### src/rtl/cpu_types_pkg.sv
// Types shared between the CPU-side memory blocks: the RAM handshake
// encoding and the native word.
package cpu_types_pkg;

    typedef logic [31:0] word_t;

    typedef enum logic [1:0] {
        FREE   = 2'd0,
        BUSY   = 2'd1,
        ACCESS = 2'd2,
        ERROR  = 2'd3
    } ramstate_t;

endpackage

### src/rtl/mem_arbiter.sv
// Arbitrates a single-ported RAM between the icache and dcache. Data is
// favoured, but bounded by a streak limit so a waiting fetch is not starved.
module mem_arbiter
    import cpu_types_pkg::*;
#(
    parameter int unsigned MAX_D_STREAK = 4
) (
    input  logic       CLK,
    input  logic       nRST,
    input  logic       iREN,
    input  word_t      iaddr,
    output word_t      iload,
    output logic       iwait,
    input  logic       dREN,
    input  logic       dWEN,
    input  word_t      daddr,
    input  word_t      dstore,
    output word_t      dload,
    output logic       dwait,
    output logic       ramREN,
    output logic       ramWEN,
    output word_t      ramaddr,
    output word_t      ramstore,
    input  word_t      ramload,
    input  logic [1:0] ramstate
);

    typedef enum logic [1:0] {
        IDLE = 2'd0,
        IACC = 2'd1,
        DACC = 2'd2
    } state_t;

    state_t    state;
    state_t    next_state;
    logic [2:0] streak;
    ramstate_t ram_st;
    logic      d_req;
    logic      d_allowed;
    logic      i_done;
    logic      d_done;

    assign ram_st    = ramstate_t'(ramstate);
    assign d_req     = dREN | dWEN;
    assign d_allowed = (32'(streak) < MAX_D_STREAK) || !iREN;

    // Completion requires the owner to still be requesting; a dropped
    // request that meets ACCESS is treated as abandoned.
    assign i_done = (state == IACC) && iREN  && (ram_st == ACCESS);
    assign d_done = (state == DACC) && d_req && (ram_st == ACCESS);

    assign iload = ramload;
    assign dload = ramload;

    always_ff @(posedge CLK or negedge nRST) begin
        if (!nRST) begin
            state <= IDLE;
        end else begin
            state <= next_state;
        end
    end

    always_comb begin
        next_state = state;
        unique case (state)
            IDLE: begin
                if (d_req && d_allowed) begin
                    next_state = DACC;
                end else if (iREN) begin
                    next_state = IACC;
                end else begin
                    next_state = IDLE;
                end
            end
            IACC: begin
                if (!iREN || ram_st == ACCESS || ram_st == ERROR) begin
                    next_state = IDLE;
                end
            end
            DACC: begin
                if (!d_req || ram_st == ACCESS || ram_st == ERROR) begin
                    next_state = IDLE;
                end
            end
            default: next_state = IDLE;
        endcase
    end

    always_comb begin
        ramREN   = 1'b0;
        ramWEN   = 1'b0;
        ramaddr  = '0;
        ramstore = '0;
        iwait    = 1'b1;
        dwait    = 1'b1;
        unique case (state)
            IACC: begin
                ramREN  = 1'b1;
                ramaddr = iaddr;
                iwait   = !i_done;
            end
            DACC: begin
                ramWEN   = dWEN;
                ramREN   = dREN & !dWEN;
                ramaddr  = daddr;
                ramstore = dstore;
                dwait    = !d_done;
            end
            default: ;
        endcase
    end

    always_ff @(posedge CLK or negedge nRST) begin
        if (!nRST) begin
            streak <= '0;
        end else if (!iREN || i_done) begin
            streak <= '0;
        end else if (d_done && streak != 3'b111) begin
            streak <= streak + 3'd1;
        end
    end

endmodule

### config.mk
export PLATFORM = sky130hd
export DESIGN_NAME = mem_arbiter
export DESIGN_NICKNAME = d
export VERILOG_FILES = /design/src/rtl/cpu_types_pkg.sv /design/src/rtl/mem_arbiter.sv
export SDC_FILE = /design/constraint.sdc
export NUM_CORES = 1
export LEC_CHECK = 0
export CORE_AREA = 2 2 104 106
export DETAILED_ROUTE_END_ITERATION = 6
export DIE_AREA = 0 0 106 108
export PLACE_DENSITY = 0.59
export SLEW_MARGIN = 20
export SYNTH_ARGS = -nofsm -noshare
export SYNTH_HDL_FRONTEND = slang
export SYNTH_SLANG_ARGS = --single-unit
### constraint.sdc
create_clock -name CLK -period 2.3 [get_ports CLK]
set_clock_uncertainty 0.05 [all_clocks]
set_input_delay 0.23 -clock CLK [delete_from_list [all_inputs] [get_ports CLK]]
set_output_delay 0.23 -clock CLK [all_outputs]
set_load 0.02 [all_outputs]
==> metrics.txt <==
postcts setup bufs=0; setup tns final=0 ps; grt ovf=0; Total Power=0.002383 W; Layout Cells excl Fill=455; CTS-repair resized insts=3; Worst Setup Start Kind=flip-flop; largest stage delay on the critical path=slightly above 600 ps; post-synth top area cell=buf_4; Switch Pwr=0.001087 W; Yosys top cell area share=about 31%; worst skew pair latency=220 ps; Initial Utilization=15.16%; H-tree depth=1; die height=108 um; worst-margin pin slew=329.9 ps; hpwl dp=5761 um; routability congestion estimate=0.7203; status=completed; Pre-Repair DR Iteration Count=4; Critical-path top delay cell=clkdlybuf4s50_1; Static Leakage=1.586 nW; Net Sw Frac=a little under half; largest net degree at the start of global routing=37; NumNets Final=461; endpoint type of the worst setup path=primary output; synth-to-layout area growth=99.27%; final period utilization=94.80%; clock share of power=6.9%; Req. time, crit path=a little over 2000 ps; Max Slew Vio Count=0; syn avg cell area=7.216 sq um; vias in the first global route=1885; max_cap viols=0; Top-Level Pins=267; DRT antenna net count=0; DRC=0; clk sink count=5; internal power contribution=~0.0013 W; Final Hold Viols=0; kind of critical path=reg -> out; Final min period=2180 ps; Relative slew margins=78.01%; Die X-Extent=106 um; Worst-path clk slew=40 ps; combinational power share=88.4%; total number of vias=1869; CP Data Arrival Time=1900 ps; #FFs+latches synth=5; worst min-delay path category=in -> async; CTS tree=yes; PD cells=770.7 mW/mm^2; Syn Nets=356; FP Rows=37; RSZ-0062 raised after global routing=no; DR WL/cell=approximately 15 um; drt total wl=6916 um; Warnings, synthesis=0; Max Clock Freq=roughly 460 MHz; DIE AREA=0.01145 sq mm; Max FO, Critical Path=36; FF+latch area=about 130 sq um; cts hold-fix bufs=0; Unique masters post-synth=23; post-synthesis instance area=0.001551 sq mm; worst vdd ir=0.0003542 V; first-pass GRT wire length=9742 um; synth top area cells=buf_4 31%, a22oi_1 15%, and2_1 13%; final setup fails=0; Layout fillers=1072; CTS root buf=clkbuf_8; Num CTS Buffers=3; Reg power frac=4.7%; layout cells sized above 1=approximately 3.8%; core area=0.01023 sq mm; sequential-to-total area share from yosys stat=8.065%; placed cell count=451; Starting DRT DRC Count=65; cells along the critical path=inv_1 > ha_1 > buf_12 > and2_1 > clkdlybuf4s50_1; Buffers on Ports=170; Antenna Diode Count=0; gr usage total=10.80%; antenna violations before repair=0; Post-Syn Instances=215; Via density=4.108; multi-input gate area in the final layout=888.4 sq um; clk buf depth=2
area by class of cell:
| type | instances | share of cell area, % |
|---|---|---|
| sequential | 5 | 4.047 |
| inverter | 2 | 0.2428 |
| timing repair buffer | 177 | 60.02 |
| clock buffer | 4 | 1.457 |
| tap | 136 | 5.504 |
| multi-input combinational | 131 | 28.73 |
final timing paths:
kind                                  startpoint               endpoint  slack [ps]  cells after the start
setup / recovery            state[0]$_DFFE_PN0P_           ramstore[15]         120                      5
hold / removal                              nRST  streak[1]$_DFFE_PN0P_         180                      1
setup reg to reg           streak[0]$_DFFE_PN0P_  streak[0]$_DFFE_PN0P_         490                      5
hold reg to reg            streak[0]$_DFFE_PN0P_  streak[0]$_DFFE_PN0P_         550                      2
max in group asynchronous                   nRST  streak[0]$_DFFE_PN0P_        1830                      1
min in group CLK                     ramload[11]              iload[11]         410                      0
metal layers:
layer  track usage [%]  routed length, um  up-vias
met4             3.008                129        0
met5                 0                  0        -
met1             10.29               2242      814
met2             20.78               3520      173
met3             5.063               1023       17
li1                  -                  -      865
per-stage QoR:
step	setup slack (ps)	utilization, %	instance area, sq um	hold slack, ps
6_report	119.6	30.22	3092	179.3
5_1_grt	10.74	30.22	3092	187.7
4_1_cts	1.634	29.46	3014	177.7
3_5_place_dp	209.7	29.01	2968	410.2
3_3_place_gp	285.0	29.01	2968	410.2
2_1_floorplan	466.9	-	1551	-115.6
synthesized netlist by cell type:
cell type,n
nor3b_1,1
mux2i_1,2
and2_1,33
a21oi_1,4
o211ai_1,1
clkbuf_1,12
or3_1,1
nor2b_1,33
a21bo_2,1
nand2_1,4
buf_4,64
a22oi_1,32
or3b_1,1
o21a_1,2
nand3_1,3
o21ai_1,1
nand3b_1,1
buf_2,1
dfrtp_1,5
o21ai_0,3
nor2_1,2
ha_1,6
inv_1,2
sequential cells by signal, summed over array words and instances (netlist names):
register / flops
state: 2
streak: 3
cells by family (layout without fill, tap and decap cells):
| kind of cell | count (synthesis) | in the layout | synth area share [%] |
|---|---|---|---|
| flip-flops | 5 | 5 | 8.065 |
| buffers and inverters | 79 | 183 | 34.68 |
| adder cells (fa/ha/maj) | 6 | 6 | 4.839 |
| AND/OR/NAND/NOR | 79 | 79 | 30.97 |
| AO/OA/AOI/OAI | 44 | 44 | 20.16 |
| multiplexers | 2 | 2 | 1.290 |
placed cells by master (no fill, tap or decap):
cell / netlist / final
a22oi_1: 32 / 32
nand3_1: 3 / 3
nor2_1: 2 / 2
clkdlybuf4s50_1: 0 / 136
dlygate4sd2_1: 0 / 2
dfrtp_1: 5 / 5
clkbuf_8: 0 / 3
o21a_1: 2 / 2
nand2_1: 4 / 4
nand3b_1: 1 / 1
a21oi_1: 4 / 4
buf_12: 0 / 2
nor3b_1: 1 / 1
o21ai_0: 3 / 3
a21bo_2: 1 / 1
o211ai_1: 1 / 1
buf_4: 64 / 5
or3b_1: 1 / 1
clkbuf_1: 12 / 1
mux2i_1: 2 / 2
o21ai_1: 1 / 1
or3_1: 1 / 1
ha_1: 6 / 6
nor2b_1: 33 / 33
inv_1: 2 / 2
and2_1: 33 / 33
dlymetal6s2s_1: 0 / 31
buf_6: 0 / 1
power groups by stage:
stage | combinational, W | sequential [W] | clock (W)
after CTS | 0.00218 | 0.000113 | 0.000171
after global placement | 0.00215 | 0.000112 | 0
after global routing | 0.00227 | 0.000115 | 0.000180
after detailed placement | 0.00218 | 0.000114 | 0
after floorplan | 0.00126 | 0.000110 | 0
final | 0.00211 | 0.000113 | 0.000165
worst max-delay path, delay by kind of cell, from the launching register on:
family / cells / cell delay, ps
buffers and inverters: 3 / 910
flip-flops: 1 / 370
adder cells (fa/ha/maj): 1 / 230
AND/OR/NAND/NOR: 1 / 160
(Power assumes the default switching activity.)
